==> src/rtl/lsu_dmem_ctrl_if.sv <==
// CPU-side request/response and memory-side signals of the load/store unit.
// The _i/_o suffixes give the direction as seen from the load/store unit.
interface lsu_dmem_ctrl_if;
  // CPU request
  logic        req_i;
  logic        we_i;
  logic [1:0]  size_i;
  logic        sgn_i;
  logic [31:0] addr_i;
  logic [31:0] wd_i;
  // CPU response
  logic [31:0] rd_o;
  logic        busy_o;
  logic        done_o;
  logic        err_o;
  // Data memory side
  logic [31:0] mem_addr_o;
  logic        mem_rw_o;
  logic [31:0] mem_wd_o;
  logic [31:0] mem_rd_i;

  // Environment view: drives requests and memory read data.
  modport master (
    output req_i, we_i, size_i, sgn_i, addr_i, wd_i, mem_rd_i,
    input  rd_o, busy_o, done_o, err_o, mem_addr_o, mem_rw_o, mem_wd_o
  );

  // Load/store unit view.
  modport slave (
    input  req_i, we_i, size_i, sgn_i, addr_i, wd_i, mem_rd_i,
    output rd_o, busy_o, done_o, err_o, mem_addr_o, mem_rw_o, mem_wd_o
  );
endinterface

==> src/rtl/lsu_dmem_ctrl.sv <==
// Load/store unit for a word-addressed data memory. Byte/half/word loads
// with little-endian lane select and sign/zero extension; sub-word stores
// by read-modify-write. Misaligned, reserved-size and out-of-range requests
// finish in one cycle with ERR and never touch memory.
module lsu_dmem_ctrl #(
  parameter int unsigned ADDR_LIMIT = 1024
) (
  input  logic clk,
  input  logic rst_n,
  lsu_dmem_ctrl_if.slave bus
);

  typedef enum logic [2:0] {
    S_IDLE   = 3'd0,
    S_LOAD   = 3'd1,
    S_RMW_RD = 3'd2,
    S_WRITE  = 3'd3,
    S_FIN    = 3'd4
  } state_t;

  localparam logic [1:0] SZ_BYTE = 2'b00;
  localparam logic [1:0] SZ_HALF = 2'b01;
  localparam logic [1:0] SZ_WORD = 2'b10;

  state_t      state_q, state_d;
  logic [1:0]  size_q, size_d;
  logic        sgn_q, sgn_d;
  logic [1:0]  off_q, off_d;       // byte offset within the word
  logic [15:0] wd_q, wd_d;         // only the sub-word part is needed after accept
  logic        err_q, err_d;
  logic [31:0] rd_q, rd_d;
  logic [31:0] mem_addr_q, mem_addr_d;
  logic [31:0] mem_wd_q, mem_wd_d;

  logic        accept;
  logic        req_bad;
  logic [7:0]  lane_b;
  logic [15:0] lane_h;
  logic [31:0] load_val;
  logic [31:0] merged;

  // A request is only sampled when the unit is not busy.
  assign accept = bus.req_i && ((state_q == S_IDLE) || (state_q == S_FIN));

  // Reject reserved size, misalignment and out-of-range addresses.
  always_comb begin
    req_bad = 1'b0;
    if (bus.size_i == 2'b11)                            req_bad = 1'b1;
    if ((bus.size_i == SZ_HALF) && bus.addr_i[0])       req_bad = 1'b1;
    if ((bus.size_i == SZ_WORD) && (bus.addr_i[1:0] != 2'b00)) req_bad = 1'b1;
    if (bus.addr_i >= ADDR_LIMIT)                       req_bad = 1'b1;
  end

  // State register.
  always_ff @(posedge clk or negedge rst_n) begin
    if (!rst_n) state_q <= S_IDLE;
    else        state_q <= state_d;
  end

  // Next-state logic; the path of an accepted request is decided at accept.
  always_comb begin
    state_d = state_q;
    case (state_q)
      S_IDLE, S_FIN: begin
        if (accept) begin
          if (req_bad)                    state_d = S_FIN;
          else if (!bus.we_i)             state_d = S_LOAD;
          else if (bus.size_i == SZ_WORD) state_d = S_WRITE;
          else                            state_d = S_RMW_RD;
        end else begin
          state_d = S_IDLE;
        end
      end
      S_LOAD:   state_d = S_FIN;
      S_RMW_RD: state_d = S_WRITE;
      S_WRITE:  state_d = S_FIN;
      default:  state_d = S_IDLE;
    endcase
  end

  // State-decoded outputs.
  always_comb begin
    bus.busy_o   = (state_q == S_LOAD) || (state_q == S_RMW_RD) || (state_q == S_WRITE);
    bus.done_o   = (state_q == S_FIN);
    bus.mem_rw_o = (state_q == S_WRITE);
  end

  // Little-endian lane selection and extension of the memory read word.
  always_comb begin
    case (off_q)
      2'd0:    lane_b = bus.mem_rd_i[7:0];
      2'd1:    lane_b = bus.mem_rd_i[15:8];
      2'd2:    lane_b = bus.mem_rd_i[23:16];
      default: lane_b = bus.mem_rd_i[31:24];
    endcase
    lane_h = off_q[1] ? bus.mem_rd_i[31:16] : bus.mem_rd_i[15:0];
    case (size_q)
      SZ_BYTE: load_val = {{24{sgn_q & lane_b[7]}}, lane_b};
      SZ_HALF: load_val = {{16{sgn_q & lane_h[15]}}, lane_h};
      default: load_val = bus.mem_rd_i;
    endcase
  end

  // Read word with the target byte/half lane replaced by store data.
  always_comb begin
    merged = bus.mem_rd_i;
    if (size_q == SZ_BYTE) begin
      case (off_q)
        2'd0:    merged[7:0]   = wd_q[7:0];
        2'd1:    merged[15:8]  = wd_q[7:0];
        2'd2:    merged[23:16] = wd_q[7:0];
        default: merged[31:24] = wd_q[7:0];
      endcase
    end else if (off_q[1]) begin
      merged[31:16] = wd_q;
    end else begin
      merged[15:0] = wd_q;
    end
  end

  // Datapath next-state: latch request at accept, capture load/merge data.
  always_comb begin
    size_d     = size_q;
    sgn_d      = sgn_q;
    off_d      = off_q;
    wd_d       = wd_q;
    err_d      = err_q;
    rd_d       = rd_q;
    mem_addr_d = mem_addr_q;
    mem_wd_d   = mem_wd_q;
    if (accept) begin
      size_d     = bus.size_i;
      sgn_d      = bus.sgn_i;
      off_d      = bus.addr_i[1:0];
      wd_d       = bus.wd_i[15:0];
      err_d      = req_bad;
      mem_addr_d = {bus.addr_i[31:2], 2'b00};
      if (bus.we_i && (bus.size_i == SZ_WORD)) mem_wd_d = bus.wd_i;
    end else if (state_q == S_FIN) begin
      err_d = 1'b0;
    end
    if (state_q == S_LOAD)   rd_d     = load_val;
    if (state_q == S_RMW_RD) mem_wd_d = merged;
  end

  // Datapath registers.
  always_ff @(posedge clk or negedge rst_n) begin
    if (!rst_n) begin
      size_q     <= 2'b00;
      sgn_q      <= 1'b0;
      off_q      <= 2'b00;
      wd_q       <= 16'h0;
      err_q      <= 1'b0;
      rd_q       <= 32'h0;
      mem_addr_q <= 32'h0;
      mem_wd_q   <= 32'h0;
    end else begin
      size_q     <= size_d;
      sgn_q      <= sgn_d;
      off_q      <= off_d;
      wd_q       <= wd_d;
      err_q      <= err_d;
      rd_q       <= rd_d;
      mem_addr_q <= mem_addr_d;
      mem_wd_q   <= mem_wd_d;
    end
  end

  assign bus.rd_o       = rd_q;
  assign bus.err_o      = err_q;
  assign bus.mem_addr_o = mem_addr_q;
  assign bus.mem_wd_o   = mem_wd_q;

endmodule

==> src/flat_wrapper.sv <==
// flat-port wrapper written by rule: the top's interface ports become plain ports
module lsu_dmem_ctrl_flat 
#(
  parameter int unsigned ADDR_LIMIT = 1024
)
  (clk, rst_n, bus_req_i, bus_we_i, bus_size_i, bus_sgn_i, bus_addr_i, bus_wd_i, bus_mem_rd_i, bus_rd_o, bus_busy_o, bus_done_o, bus_err_o, bus_mem_addr_o, bus_mem_rw_o, bus_mem_wd_o);
  lsu_dmem_ctrl_if bus_i ();
  input  logic clk;
  input  logic rst_n;
  input wire logic [$bits(bus_i.req_i)-1:0] bus_req_i;
  input wire logic [$bits(bus_i.we_i)-1:0] bus_we_i;
  input wire logic [$bits(bus_i.size_i)-1:0] bus_size_i;
  input wire logic [$bits(bus_i.sgn_i)-1:0] bus_sgn_i;
  input wire logic [$bits(bus_i.addr_i)-1:0] bus_addr_i;
  input wire logic [$bits(bus_i.wd_i)-1:0] bus_wd_i;
  input wire logic [$bits(bus_i.mem_rd_i)-1:0] bus_mem_rd_i;
  output wire logic [$bits(bus_i.rd_o)-1:0] bus_rd_o;
  output wire logic [$bits(bus_i.busy_o)-1:0] bus_busy_o;
  output wire logic [$bits(bus_i.done_o)-1:0] bus_done_o;
  output wire logic [$bits(bus_i.err_o)-1:0] bus_err_o;
  output wire logic [$bits(bus_i.mem_addr_o)-1:0] bus_mem_addr_o;
  output wire logic [$bits(bus_i.mem_rw_o)-1:0] bus_mem_rw_o;
  output wire logic [$bits(bus_i.mem_wd_o)-1:0] bus_mem_wd_o;
  assign bus_i.req_i = bus_req_i;
  assign bus_i.we_i = bus_we_i;
  assign bus_i.size_i = bus_size_i;
  assign bus_i.sgn_i = bus_sgn_i;
  assign bus_i.addr_i = bus_addr_i;
  assign bus_i.wd_i = bus_wd_i;
  assign bus_i.mem_rd_i = bus_mem_rd_i;
  assign bus_rd_o = bus_i.rd_o;
  assign bus_busy_o = bus_i.busy_o;
  assign bus_done_o = bus_i.done_o;
  assign bus_err_o = bus_i.err_o;
  assign bus_mem_addr_o = bus_i.mem_addr_o;
  assign bus_mem_rw_o = bus_i.mem_rw_o;
  assign bus_mem_wd_o = bus_i.mem_wd_o;
  lsu_dmem_ctrl #(.ADDR_LIMIT(ADDR_LIMIT)) u_core (.clk(clk), .rst_n(rst_n), .bus(bus_i));
endmodule
==> config.mk <==
export PLATFORM = sky130hd
export DESIGN_NAME = lsu_dmem_ctrl_flat
export DESIGN_NICKNAME = d
export VERILOG_FILES = /design/src/rtl/lsu_dmem_ctrl_if.sv /design/src/rtl/lsu_dmem_ctrl.sv /design/src/flat_wrapper.sv
export SDC_FILE = /design/constraint.sdc
export NUM_CORES = 1
export LEC_CHECK = 0
export BUFFER_PORTS_ARGS = -buffer_cell sky130_fd_sc_hd__buf_2
export CORE_MARGIN = 1.5
export CORE_UTILIZATION = 51
export CTS_CLUSTER_SIZE = 24
export DETAILED_ROUTE_END_ITERATION = 6
export PLACE_DENSITY = 0.81
export SLEW_MARGIN = 20
export SYNTH_ARGS = -nofsm -noshare
export SYNTH_HDL_FRONTEND = slang
export SYNTH_SLANG_ARGS = --single-unit
==> constraint.sdc <==
create_clock -name clk -period 2.13 [get_ports clk]
set_clock_uncertainty 0.2 [all_clocks]
set_input_delay 0.426 -clock clk [delete_from_list [all_inputs] [get_ports clk]]
set_output_delay 0.426 -clock clk [all_outputs]
set_load 0.02 [all_outputs]
==> impl_metrics.tcl <==
set metrics [dict create \
    outcome "completed" \
    detail_route.first_pass.iterations 6 \
    syn_area_mm2 0.00588 \
    die_area_mm2 0.0122 \
    reg2reg_depth 4 \
    final-setup-viol-count 0 \
    cts_tree "built" \
    swShare 0.276 \
    max_freq_ghz 0.499 \
    cpLargestDelayFamily "flip-flops" \
    grt_overflow 0 \
    die_x_um 110 \
    hpwl_um 12500 \
    cts.clk_slew.worst_paths_ps 50 \
    slew_headroom 0.561 \
    powerDensity_mw_per_mm2 906 \
    synth_most_common_cell "nand2_1" \
    setup_slack_ps 125 \
    vias_per_cell 5.71 \
    cts-buffers-inserted 17 \
    final_area_mm2 0.00771 \
    antenna_found_initial 0 \
    post-route-period-util 0.941 \
    vdd_drop_max_v 0.000479 \
    timing.hold.ws_ps 9.84 \
    worstHoldStart "bus_addr_i[4]" \
    final.setup.tns_ps 0 \
    synth_commonest_cells "nand2_1, dfrtp_1, mux2i_1, nor2_1, a21oi_1" \
    worstPathArrival_ps 1380 \
    synth_ff_type "dfrtp_1" \
    post-place-ws_ps 29.3 \
    path_buf_inv 1 \
    finalHoldViolations 0 \
    pwr-share-comb 0.184 \
    cts_max_level 4 \
    rr_startpoint "u_core.off_q[1]" \
    final_nets 911 \
    cp.depth 3 \
    required_ps 1500 \
    grtUsageTotal 0.287 \
    synth_top_area_frac 0.506 \
    grt_max_degree 120 \
    path_class "flop to output pin" \
    leakagePower_nw 3.86 \
    drive_gt1_frac 0.338 \
    syn-mean-instance-area_um2 9.65 \
    end_kind "output pin" \
    syn2layout_area_growth_pct 31.1 \
    worst_skew_pair.late_latency_ps 410 \
    ant_nets 0 \
    core_area_mm2 0.0113 \
    wl_um 17400 \
    cpMaxStageDelayCell "dfrtp_1" \
    yosysUniqueCellTypes 45 \
    rsz0062_at_grt "false" \
    die_y_um 110 \
    r2r_setup_slack_ps 130 \
    wl_per_cell_um 18.0 \
    antenna_cells 0 \
    place_area_mm2 0.00705 \
    sequentialPowerShare 0.376 \
    worstHoldEndpoint "u_core.bus.mem_addr_o[4]" \
    hp-class "primary input to flop" \
    worstHoldPathCells 3 \
    remaining_drc_errors 0 \
    final.min_clock_period_ps 2010 \
    cts_root_buf "clkbuf_16" \
    cts_max_path_buffers 2 \
    gp_congestion 0.885 \
    synth.area.top_cells "dfrtp_1, mux2i_1, nand2_1" \
    syn_inst 610 \
    numPortBuffers 200 \
    critPathMaxStageDelay_ps 440 \
    drv_cap 0 \
    path_cells "nor2_1, and2_1, buf_2" \
    yosysWarnings 0 \
    grt_pass1_wl_um 27600 \
    async_reset_ff_frac 1.00 \
    boundaryPins 203 \
    start_util 0.520 \
    drtIter0Drc 470 \
    synth_edf_count 0 \
    rr_endpoint "u_core.bus.rd_o[14]" \
    clkPwrFrac 0.440 \
    grt_pass1_vias 5438 \
    ys_seq_elements 119 \
    p_sw_mw 1.93 \
    crit_path_start_kind "flop" \
    n_fill_cell 889 \
    cts.sinks 119 \
    synth_top_cell_by_area "dfrtp_1" \
    p_int_mw 5.06 \
    dr_total_vias 5499 \
    worst_slew_pin_slew_ps 659 \
    seq_area_frac_synth 0.506 \
    num_rows 39 \
    drv_slew 0 \
    crit_path_max_fanout 5 \
]
[metal layers]
metal / up-vias / track usage / wire [um]
li1: 2511 / - / -
met1: 2637 / 0.344 / 6690
met2: 297 / 0.489 / 8560
met4: 0 / 0.121 / 625
met3: 54 / 0.0774 / 1490
met5: - / 0 / 0
[power groups by stage]
| stage | Sequential, mW | Clock, mW | Combinational, mW |
|---|---|---|---|
| floorplan | 2.87 | 0 | 0.513 |
| global placement | 2.65 | 0 | 1.23 |
| detailed placement | 2.66 | 0 | 1.27 |
| CTS | 2.63 | 3.10 | 1.28 |
| global route | 2.65 | 3.23 | 1.38 |
| finish | 2.63 | 3.08 | 1.28 |
[worst max-delay path by stage]
| stage | startpoint | endpoint | slack, ps |
|---|---|---|---|
| 2_1_floorplan | u_core.size_q[0] | u_core.bus.mem_wd_o[26] | 250 |
| 3_5_place_dp | bus_mem_rd_i[7] | u_core.bus.rd_o[14] | 30 |
| 4_1_cts | u_core.state_q[0] | bus_done_o | 110 |
| 5_1_grt | u_core.state_q[1] | bus_done_o | 40 |
| 3_3_place_gp | bus_mem_rd_i[7] | u_core.bus.rd_o[15] | 80 |
| 6_report | u_core.state_q[0] | bus_done_o | 120 |
[layout make-up]
class / instances / area [um2] / area share
clock buffers: 22 / 454 / 0.0589
clock inverters: 9 / 174 / 0.0225
inverters: 6 / 26.3 / 0.00341
multi-input cells: 443 / 2690 / 0.349
flip-flops and latches: 119 / 2980 / 0.386
well taps: 143 / 179 / 0.0232
repair buffers: 221 / 1210 / 0.157
[logic make-up after synthesis]
kind of cell    Yosys count  share of synthesized area
mux                      81                      0.142
compound gates          110                      0.134
simple gates            250                      0.177
flops                   119                      0.506
buf+inv                  49                     0.0404
other cells               1                   0.000637
[placed cells by master (no fill, tap or decap), types with 6 or more instances in the layout]
cell,instances
o22a_1,8
buf_2,199
o21bai_1,8
a2bb2oi_1,6
mux2i_1,70
a31oi_1,7
o21ai_0,22
nand3_1,11
clkbuf_16,17
dfrtp_1,119
a21o_1,6
nand2_1,180
mux2_2,8
or3_1,8
buf_4,17
nor2_1,30
o221ai_1,9
a21oi_1,28
[registers in the layout, indices dropped and copies added (netlist names)]
name	flops
u_core.sgn_q	1
u_core.size_q	2
u_core.off_q	2
u_core.wd_q	16
u_core.bus.mem_addr_o	30
u_core.state_q	3
u_core.bus.err_o	1
u_core.bus.mem_wd_o	32
u_core.bus.rd_o	32
[tightest hold or removal path: cells and delay by family]
family                 cells  cell delay, ps
buffers and inverters      1              80
AND/OR/NAND/NOR            2              80
[metrics by stage]
| step | utilization | std cells | power (mW) |
|---|---|---|---|
| after floorplan | - | 611 | 3.39 |
| after global placement | 0.623 | 928 | 3.88 |
| after detailed placement | 0.623 | 928 | 3.93 |
| after CTS | 0.679 | 960 | 7.01 |
| after global routing | 0.681 | 963 | 7.26 |
| final | 0.681 | 963 | 6.99 |
[timing repair]
action / in CTS / in global routing
endpoints found under the hold margin: 119 / 0
setup endpoints to repair: 0 / 6
setup buffers: 0 / 3
resized for setup: 0 / 1
hold buffers: 1 / 0
(Power assumes the default switching activity.)
